### config.mk
export PLATFORM = sky130hd
export DESIGN_NAME = seg_display_sink_flat
export DESIGN_NICKNAME = d
export VERILOG_FILES = /design/src/rtl/seg_pkg.sv /design/src/rtl/seg_display_sink_if.sv /design/src/rtl/seg7_decode.sv /design/src/rtl/seg_display_sink.sv /design/src/flat_wrapper.sv
export SDC_FILE = /design/constraint.sdc
export NUM_CORES = 1
export LEC_CHECK = 0
export BUFFER_PORTS_ARGS = -buffer_cell sky130_fd_sc_hd__buf_2
export CAP_MARGIN = 10
export CELL_PAD_IN_SITES_DETAIL_PLACEMENT = 0
export CELL_PAD_IN_SITES_GLOBAL_PLACEMENT = 1
export CORE_ASPECT_RATIO = 0.75
export CORE_UTILIZATION = 40
export CTS_CLUSTER_DIAMETER = 50
export DETAILED_ROUTE_END_ITERATION = 12
export HOLD_SLACK_MARGIN = 0.06
export MAX_ROUTING_LAYER = met4
export PLACE_DENSITY = 0.86
export SYNTH_ARGS = -nofsm -noshare
export SYNTH_HDL_FRONTEND = slang
export SYNTH_SLANG_ARGS = --single-unit
### constraint.sdc
create_clock -name clk -period 2.8 [get_ports clk]
set_input_delay 0.28 -clock clk [delete_from_list [all_inputs] [get_ports clk]]
set_output_delay 0.28 -clock clk [all_outputs]
set_load 0.01 [all_outputs]
### src/rtl/seg_pkg.sv
`default_nettype none
// ============================================================================
//  Module      : seg_pkg
//  Description : Shared types and 7-segment pattern constants for the
//                two-digit display sink (active-high, bit0=a .. bit6=g).
//  Revision    : 1.0  initial release
// ============================================================================
package seg_pkg;

  typedef logic [6:0] seg7_t;

  typedef enum logic [0:0] {
    ST_IDLE = 1'b0,
    ST_SHOW = 1'b1
  } state_t;

  localparam seg7_t SEG_0     = 7'h3F;
  localparam seg7_t SEG_1     = 7'h06;
  localparam seg7_t SEG_2     = 7'h5B;
  localparam seg7_t SEG_3     = 7'h4F;
  localparam seg7_t SEG_4     = 7'h66;
  localparam seg7_t SEG_5     = 7'h6D;
  localparam seg7_t SEG_6     = 7'h7D;
  localparam seg7_t SEG_7     = 7'h07;
  localparam seg7_t SEG_8     = 7'h7F;
  localparam seg7_t SEG_9     = 7'h6F;

  // All segments off (active-high); inverted onto the cathodes gives 7'h7F.
  localparam seg7_t SEG_BLANK = 7'h00;

endpackage
`default_nettype wire

### src/rtl/seg_display_sink_if.sv
`default_nettype none
// ============================================================================
//  Module      : seg_display_sink_if
//  Description : Valid/ready word interface carrying two 7-segment patterns
//                ([0] = ones, [1] = tens).
//  Revision    : 1.0  initial release
// ============================================================================
interface seg_display_sink_if;
  import seg_pkg::*;

  logic        s_valid;
  logic        s_ready;
  seg7_t [1:0] s_data;

  modport master (output s_valid, output s_data, input s_ready);
  modport slave  (input s_valid, input s_data, output s_ready);

endinterface
`default_nettype wire

### src/rtl/seg7_decode.sv
`default_nettype none
// ============================================================================
//  Module      : seg7_decode
//  Description : Combinational 7-segment pattern to BCD digit decoder.
//                Anything other than the ten standard glyphs is flagged
//                invalid and decodes to 0.
//  Revision    : 1.0  initial release
// ============================================================================
module seg7_decode
  import seg_pkg::*;
(
  input  seg7_t      pattern,
  output logic [3:0] digit,
  output logic       valid
);

  // Map each standard glyph to its digit; everything else is invalid.
  always_comb begin
    digit = 4'd0;
    valid = 1'b1;
    case (pattern)
      SEG_0:   digit = 4'd0;
      SEG_1:   digit = 4'd1;
      SEG_2:   digit = 4'd2;
      SEG_3:   digit = 4'd3;
      SEG_4:   digit = 4'd4;
      SEG_5:   digit = 4'd5;
      SEG_6:   digit = 4'd6;
      SEG_7:   digit = 4'd7;
      SEG_8:   digit = 4'd8;
      SEG_9:   digit = 4'd9;
      default: valid = 1'b0;
    endcase
  end

endmodule
`default_nettype wire

### src/rtl/seg_display_sink.sv
`default_nettype none
// ============================================================================
//  Module      : seg_display_sink
//  Description : Accepts a two-digit 7-segment word over valid/ready, scans
//                it onto a multiplexed common-anode display and reports the
//                binary value. A new word is only accepted after MIN_FRAMES
//                complete scan frames of the current one.
//  Revision    : 1.0  initial release
// ============================================================================
module seg_display_sink
  import seg_pkg::*;
#(
  parameter int REFRESH_DIV = 50000,
  parameter int MIN_FRAMES  = 4
) (
  input  logic               clk,
  input  logic               rstn,
  seg_display_sink_if.slave  s_if,
  output logic [1:0]         an,
  output logic [6:0]         seg,
  output logic [6:0]         value,
  output logic               err
);

  localparam int REF_W   = $clog2(REFRESH_DIV);
  localparam int FRAME_W = $clog2(MIN_FRAMES + 1);

  localparam logic [REF_W-1:0]   REF_LAST   = REF_W'(REFRESH_DIV - 1);
  localparam logic [FRAME_W-1:0] FRAME_SAT  = FRAME_W'(MIN_FRAMES);

  state_t               state;
  state_t               state_next;
  seg7_t [1:0]          latched;
  logic [REF_W-1:0]     refresh_cnt;
  logic                 digit_sel;
  logic [FRAME_W-1:0]   frame_cnt;
  logic                 load_pending;

  logic                 frames_done;
  logic                 ready;
  logic                 xfer;

  logic [3:0]           ones_digit;
  logic [3:0]           tens_digit;
  logic                 ones_ok;
  logic                 tens_ok;
  logic [6:0]           ones_val;
  logic [6:0]           tens_val;
  logic [6:0]           value_next;

  // Ready is a pure function of registered state so it never depends on s_valid.
  assign frames_done = (frame_cnt == FRAME_SAT);
  assign ready       = (state == ST_IDLE) || frames_done;
  assign xfer        = s_if.s_valid && ready;
  assign s_if.s_ready = ready;

  seg7_decode u_dec_ones (
    .pattern (latched[0]),
    .digit   (ones_digit),
    .valid   (ones_ok)
  );

  seg7_decode u_dec_tens (
    .pattern (latched[1]),
    .digit   (tens_digit),
    .valid   (tens_ok)
  );

  // Invalid glyphs contribute 0; tens*10 built as (x<<3)+(x<<1).
  assign ones_val   = ones_ok ? {3'b000, ones_digit} : 7'd0;
  assign tens_val   = tens_ok ? {3'b000, tens_digit} : 7'd0;
  assign value_next = (tens_val << 3) + (tens_val << 1) + ones_val;

  // State register.
  always_ff @(posedge clk or negedge rstn) begin
    if (!rstn) begin
      state <= ST_IDLE;
    end else begin
      state <= state_next;
    end
  end

  // Next state and display drive; SHOW is only left through reset.
  always_comb begin
    state_next = state;
    an         = 2'b11;
    seg        = ~SEG_BLANK;
    if (xfer) begin
      state_next = ST_SHOW;
    end
    if (state == ST_SHOW) begin
      an  = ~(2'b01 << digit_sel);
      seg = ~latched[digit_sel];
    end
  end

  // Word latch plus refresh / digit / frame counters; a transfer restarts all.
  always_ff @(posedge clk or negedge rstn) begin
    if (!rstn) begin
      latched     <= '0;
      refresh_cnt <= '0;
      digit_sel   <= 1'b0;
      frame_cnt   <= '0;
    end else if (xfer) begin
      latched     <= s_if.s_data;
      refresh_cnt <= '0;
      digit_sel   <= 1'b0;
      frame_cnt   <= '0;
    end else if (state == ST_SHOW) begin
      if (refresh_cnt == REF_LAST) begin
        refresh_cnt <= '0;
        digit_sel   <= ~digit_sel;
        if (digit_sel && !frames_done) begin
          frame_cnt <= frame_cnt + 1'b1;
        end
      end else begin
        refresh_cnt <= refresh_cnt + 1'b1;
      end
    end
  end

  // Decode result registered the cycle after the word is latched, then held.
  always_ff @(posedge clk or negedge rstn) begin
    if (!rstn) begin
      load_pending <= 1'b0;
      value        <= 7'd0;
      err          <= 1'b0;
    end else begin
      load_pending <= xfer;
      if (load_pending) begin
        value <= value_next;
        err   <= ~(ones_ok & tens_ok);
      end
    end
  end

endmodule
`default_nettype wire

### src/flat_wrapper.sv
// flat-port wrapper written by rule: the top's interface ports become plain ports
module seg_display_sink_flat import seg_pkg::*;
#(
  parameter int REFRESH_DIV = 50000,
  parameter int MIN_FRAMES  = 4
)
  (clk, rstn, an, seg, value, err, s_if_s_valid, s_if_s_data, s_if_s_ready);
  seg_display_sink_if s_if_i ();
  input  logic clk;
  input  logic rstn;
  output logic [1:0] an;
  output logic [6:0] seg;
  output logic [6:0] value;
  output logic err;
  input wire logic [$bits(s_if_i.s_valid)-1:0] s_if_s_valid;
  input wire logic [$bits(s_if_i.s_data)-1:0] s_if_s_data;
  output wire logic [$bits(s_if_i.s_ready)-1:0] s_if_s_ready;
  assign s_if_i.s_valid = s_if_s_valid;
  assign s_if_i.s_data = s_if_s_data;
  assign s_if_s_ready = s_if_i.s_ready;
  seg_display_sink #(.REFRESH_DIV(REFRESH_DIV), .MIN_FRAMES(MIN_FRAMES)) u_core (.clk(clk), .rstn(rstn), .s_if(s_if_i), .an(an), .seg(seg), .value(value), .err(err));
endmodule
=== After elaboration in Yosys (flattened, before gate mapping) ===
Index checks and enable logic that the tools add are counted.

* Register bits after elaboration: 44
* Input bits: 17
* Output and inout port bits: 18
* Logic and storage cells: 74

* Add/sub/neg operators: 4
* $lt $le $gt $ge: 1
* Eq/ne operators: 22
* Shifts and indexed selects: 1
* Multiplexer cells: 20
* Bitwise operators: 6
* Reduce and logical (&&, ||, !) cells: 11

{| class="wikitable"
|+ Operators with widths
! operator !! count
|-
| 7-bit equality test, second input constant || 14
|-
| 4-bit case mux with 9 select lines || 2
|-
| 16-bit two-way mux || 3
|-
| 7-bit by 3-bit equality test with 1-bit output, second input constant || 4
|-
| 7-bit two-way mux || 3
|-
| 10-bit OR reduction || 2
|-
| 16-bit by 1-bit adder with 16-bit output, second input constant || 1
|-
| 16-bit equality test, second input constant || 1
|-
| 7-bit adder || 2
|-
| 7-bit by 6-bit equality test with 1-bit output, second input constant || 2
|-
| 3-bit two-way mux || 4
|-
| 4-bit two-way mux || 2
|-
| 7-bit inverter || 1
|-
| 2-bit nonzero test || 3
|-
| 1-bit two-way mux || 5
|-
| 3-bit by 1-bit adder with 3-bit output, second input constant || 1
|-
| 3-bit equality test, second input constant || 1
|-
| 1-bit inverter || 3
|-
| 3-bit AND reduction || 1
|-
| 1-bit logical AND || 2
|-
| 1-bit by 2-bit less-than comparator with 1-bit output, second input constant || 1
|-
| 2-bit two-way mux || 1
|-
| 2-bit inverter || 1
|-
| 2-bit AND reduction || 1
|-
| 4 further kinds || 4
|}

=== Depth between registers and ports, before layout ===
* Word-level depth: 7
* Depth in mapped cells: 12
* Depth with buffers taken out: 11

=== By module ===
A second synthesis with hierarchy kept.

* Cell total of the unflattened synthesis: 318
* Area total of the unflattened synthesis: 2,806.4 um2

{| class="wikitable"
|+ By module, submodules not included
! module !! instances !! cells each !! area an instance (um2)
|-
| seg_display_sink || 1 || 254 || 2,403.6
|-
| seg7_decode || 2 || 32 || 201.4
|}

=== Least setup slack after synthesis ===
OpenSTA, ideal clock, no wires.

* Kind: reg-to-reg
* Start point: register u_core.latched[12] (netlist name)
* End point: register u_core.value[6]
* Arrival time: 2.955 ns
* Slack: -0.280 ns
* Stages on the path, launching flop included: 10
* Path buffers: 1
* Cell sequence: dfrtp_1 -> clkbuf_1 -> or4b_1 -> a21boi_0 -> fa_1 -> fa_1 -> a21o_1 -> a21oi_1 -> xnor2_1 -> mux2_2

* Word-level cells in the longest chain between the ends: 6
* Elaborated cells on any way between the ends: 16
* Classes of those cells: add/sub (2); eq/ne (10); mux (3); reduce/logical (1)

{| class="wikitable"
|+ Ends and longest elaborated chain
! element !! RTL line !! RTL
|-
| start, declared || seg_display_sink.sv:33 || <nowiki>seg7_t [1:0] latched;</nowiki>
|-
| start signal, assigned || seg_display_sink.sv:105 || <nowiki>latched <= s_if.s_data;</nowiki>
|-
| 7-bit equality test, or another cell as far along || seg7_decode.sv:21 || <nowiki>case (pattern)</nowiki>
|-
| 10-bit OR reduction (no line) || - ||
|-
| 1-bit two-way mux || seg7_decode.sv:21 ||
|-
| 4-bit two-way mux * || seg_display_sink.sv:71 || <nowiki>assign tens_val = tens_ok ? {3'b000, tens_digit} : 7'd0;</nowiki>
|-
| 7-bit adder * (2 in series) || seg_display_sink.sv:72 || <nowiki>assign value_next = (tens_val << 3) + (tens_val << 1) + ones_val;</nowiki>
|-
| end signal, assigned || seg_display_sink.sv:131 || <nowiki>value <= value_next;</nowiki>
|-
| end, declared || seg_display_sink.sv:21 || <nowiki>output logic [6:0] value,</nowiki>
|}

Mark *: on every way between the ends. The rest lies on a longest branch, timed or not.
A chain may end at the register's enable or synchronous reset.

=== Final worst setup path ===
* Start point: register u_core.latched[10] (netlist name)
* End point: register u_core.value[6]

Same word-level chain as after synthesis.

==> flow_metrics.env <==
export IMPL_dr_total_vias=2273
export IMPL_design_power_total_w=0.00221
export IMPL_critPathMaxStageDelay_ps=570
export IMPL_synth_top_cell_area_share=0.404
export IMPL_critPathMaxFanout=4
export IMPL_drt_initial_drc_count=111
export IMPL_sw_frac_of_total=0.367
export IMPL_cts_buffers=5
export IMPL_top_layer_used="met4"
export IMPL_slew_headroom=0.344
export IMPL_final_period_utilization=1.02
export IMPL_synthesis_area_sq_um=2720
export IMPL_layout_area_overhead_vs_synth_pct=17.2
export IMPL_synth_seq_cells=44
export IMPL_dp_hpwl_microns=4560
export IMPL_max_cap_violations=0
export IMPL_worst_path_max_delay_cell="or4b_4"
export IMPL_viasPerCell=5.39
export IMPL_grt_ovfl_total=0
export IMPL_power_switching_w=0.000811
export IMPL_power_report_internal_total_w=0.00140
export IMPL_hold_path_class="in -> async"
export IMPL_p_comb_frac=0.346
export IMPL_number_of_antenna_violations_at_the_first_check_in_global_routing=0
export IMPL_cp_arrival_ps=3050
export IMPL_ctsHoldBuffers=0
export IMPL_p_seq_frac=0.432
export IMPL_p_leak_nw=1.59
export IMPL_synth_largest_area_cell="dfrtp_1"
export IMPL_post_drt_wl_per_cell_microns=14.9
export IMPL_violated_checks="negative setup slack"
export IMPL_clock_skew_after_layout_ps=6.97
export IMPL_tritoncts="done"
export IMPL_core_region_area_sq_um=6440
export IMPL_synthMostInstantiatedCell="nand2_1"
export IMPL_outcome="complete, but fails checks"
export IMPL_rr_worst_depth=9
export IMPL_fin_nets=369
export IMPL_grt_setup_unrepaired="true"
export IMPL_synth_net_count=329
export IMPL_worst_pin_slew_ps=984
export IMPL_post_route_cells_drive_above_1_share=0.246
export IMPL_die_height_microns=73.5
export IMPL_cellPowerDensity_nw_per_um2=692
export IMPL_post_synth_inst_count=300
export IMPL_final_hold_viol_count=0
export IMPL_wl_microns=6300
export IMPL_synth_commonest_cells="62 x nand2_1, 44 x dfrtp_1, 17 x o21ai_0"
export IMPL_detailedPlace_worstSlack_ps=-37.6
export IMPL_synth_async_sr_flop_share=1.00
export IMPL_fp_dieW_microns=97.3
export IMPL_power_share_clock=0.222
export IMPL_first_pass_iters=4
export IMPL_yosys_warnings=0
export IMPL_worstSetupPathType="reg -> reg"
export IMPL_ys_flop_type="dfrtp_1"
export IMPL_cts_sinks=44
export IMPL_clk_pin_slew_ps=90
export IMPL_grt_first_pass_wirelength_microns=10600
export IMPL_synth_avg_cell_area_sq_um=9.08
export IMPL_start_util=0.423
export IMPL_remaining_drc_errors=0
export IMPL_cp_end_kind="flop"
export IMPL_critPathLaunchType="flop"
export IMPL_met2RoutedLength_microns=2490
export IMPL_worst_ir_drop_vdd_mv=0.347
export IMPL_place_congestion=0.848
export IMPL_io_pins=35
export IMPL_layout_setup_ws_ps=-51.9
export IMPL_htreeDepth=2
export IMPL_dp_cells=413
export IMPL_final_core_utilization=0.496
export IMPL_clkLatencyLatePin_ps=310
export IMPL_finalHoldWorstSlack_ps=129
export IMPL_row_count=25
export IMPL_number_of_flops_mapped_to_enable_cells_by_yosys=0
export IMPL_cts_root_to_sink_buffers=2
export IMPL_critical_path_cell_chain="or4b_4, o32ai_4, a41o_1, fa_1, fa_2, a21o_1, a21oi_2, xnor2_1, mux2_4"
export IMPL_gr_usage_all_layers=0.195
export IMPL_wl_met1_microns=3470
export IMPL_met3WireLength_microns=249
export IMPL_critical_path_required_ps=3000
export IMPL_post_synth_num_cell_types=48
export IMPL_finalSetupViolations=1
export IMPL_synth_yosys_seq_area_share=0.404
export IMPL_final_max_slew_violation_count=0
export IMPL_ys_top_cells_by_area="dfrtp_1 40%, nand2_1 8.5%, ha_1 4.6%"
export IMPL_drt_antenna_violating_nets=0
export IMPL_io_buffers=34
export IMPL_total_die_area_sq_um=7150
export IMPL_cts_root_buf="clkbuf_8"
export IMPL_fin_cells=422
export IMPL_grt_max_degree=45
export IMPL_antennaDiodeCount=0
export IMPL_final_worst_path_period_need_ps=2850
export IMPL_grt_pass1_vias=2090
export IMPL_max_freq_mhz=351
registers in the layout, indices dropped and copies added, names as in the netlist:
name / flops
u_core.refresh_cnt: 16
u_core.err: 1
u_core.frame_cnt: 3
u_core.state: 1
u_core.digit_sel: 1
u_core.latched: 14
u_core.value: 7
u_core.load_pending: 1
timing repair:
action	in CTS	in global routing
buffers inserted	1	0
gates resized for setup	2	1
pin swaps	0	1
endpoints found under the setup margin	2	2
layout by cell type (no fill, tap or decap), drive strengths merged, types with 4 or more instances in the layout:
cell,Yosys,final
xor2,12,12
o21ai,18,18
nand4,14,14
nand3b,4,4
mux2,11,11
ha,10,10
buf,8,52
a21oi,11,11
nand3,8,8
nand2,63,63
nor2,13,13
inv,11,11
o31ai,6,6
dfrtp,44,44
clkbuf,11,6
routing by layer:
metal | global-route usage | up-vias
li1 | - | 1150
met1 | 0.297 | 1071
met2 | 0.258 | 45
met3 | 0.0371 | 7
met4 | 0.0588 | 0
met5 | - | -
kinds of logic (layout without fill, tap and decap cells):
kind of cell | Yosys count | count (layout) | synth area share
buffers and inverters | 30 | 71 | 0.0459
AOI/OAI and AO/OA | 59 | 59 | 0.146
DFF | 44 | 44 | 0.404
muxes | 11 | 11 | 0.0455
xor gates and xnor gates | 15 | 15 | 0.0482
adders and majority gates | 12 | 12 | 0.0606
and+or+nand+nor | 129 | 129 | 0.250
worst max-delay path: cells and delay by family, from the launching register on:
family | cells | cell delay [ps]
AO/OA/AOI/OAI | 4 | 590
XOR/XNOR | 1 | 70
adder cells (fa/ha/maj) | 2 | 830
flip-flops | 1 | 410
multiplexers | 1 | 250
AND/OR/NAND/NOR | 1 | 570
power by group through the flow:
stage / Sequential, W / Combinational [W] / Clock (W)
3_5_place_dp: 0.000963 / 0.000754 / 0
4_1_cts: 0.000951 / 0.000767 / 0.000500
6_report: 0.000955 / 0.000764 / 0.000491
2_1_floorplan: 0.000899 / 0.000535 / 0
5_1_grt: 0.000981 / 0.000852 / 0.000518
3_3_place_gp: 0.000955 / 0.000746 / 0
metrics by stage:
step	TNS, ps	cell area (sq um)
after floorplan	-44.3	2760
after global placement	0	3060
after detailed placement	-37.6	3060
after CTS	-47.0	3190
after global routing	-313	3190
final	-51.9	3190
layout make-up:
type / count / area, sq um
inverters: 11 / 41.3
clock buffers: 6 / 72.6
clock inverters: 2 / 35.0
multi-input cells: 226 / 1540
flip-flops and latches: 44 / 1100
repair buffers: 52 / 305
fillers: 628 / 3250
well taps: 81 / 101
final timing paths:
path | endpoint | slack (ps) | startpoint
max | u_core.value[6] | -50 | u_core.latched[10]
max in group asynchronous | u_core.refresh_cnt[0] | 2060 | rstn
min | u_core.latched[3] | 130 | rstn
min in group clk | u_core.latched[11] | 160 | s_if_s_data[11]
min reg2reg | u_core.err | 510 | u_core.err
max reg2reg | u_core.value[6] | -50 | u_core.latched[10]
(Power assumes the default switching activity.)
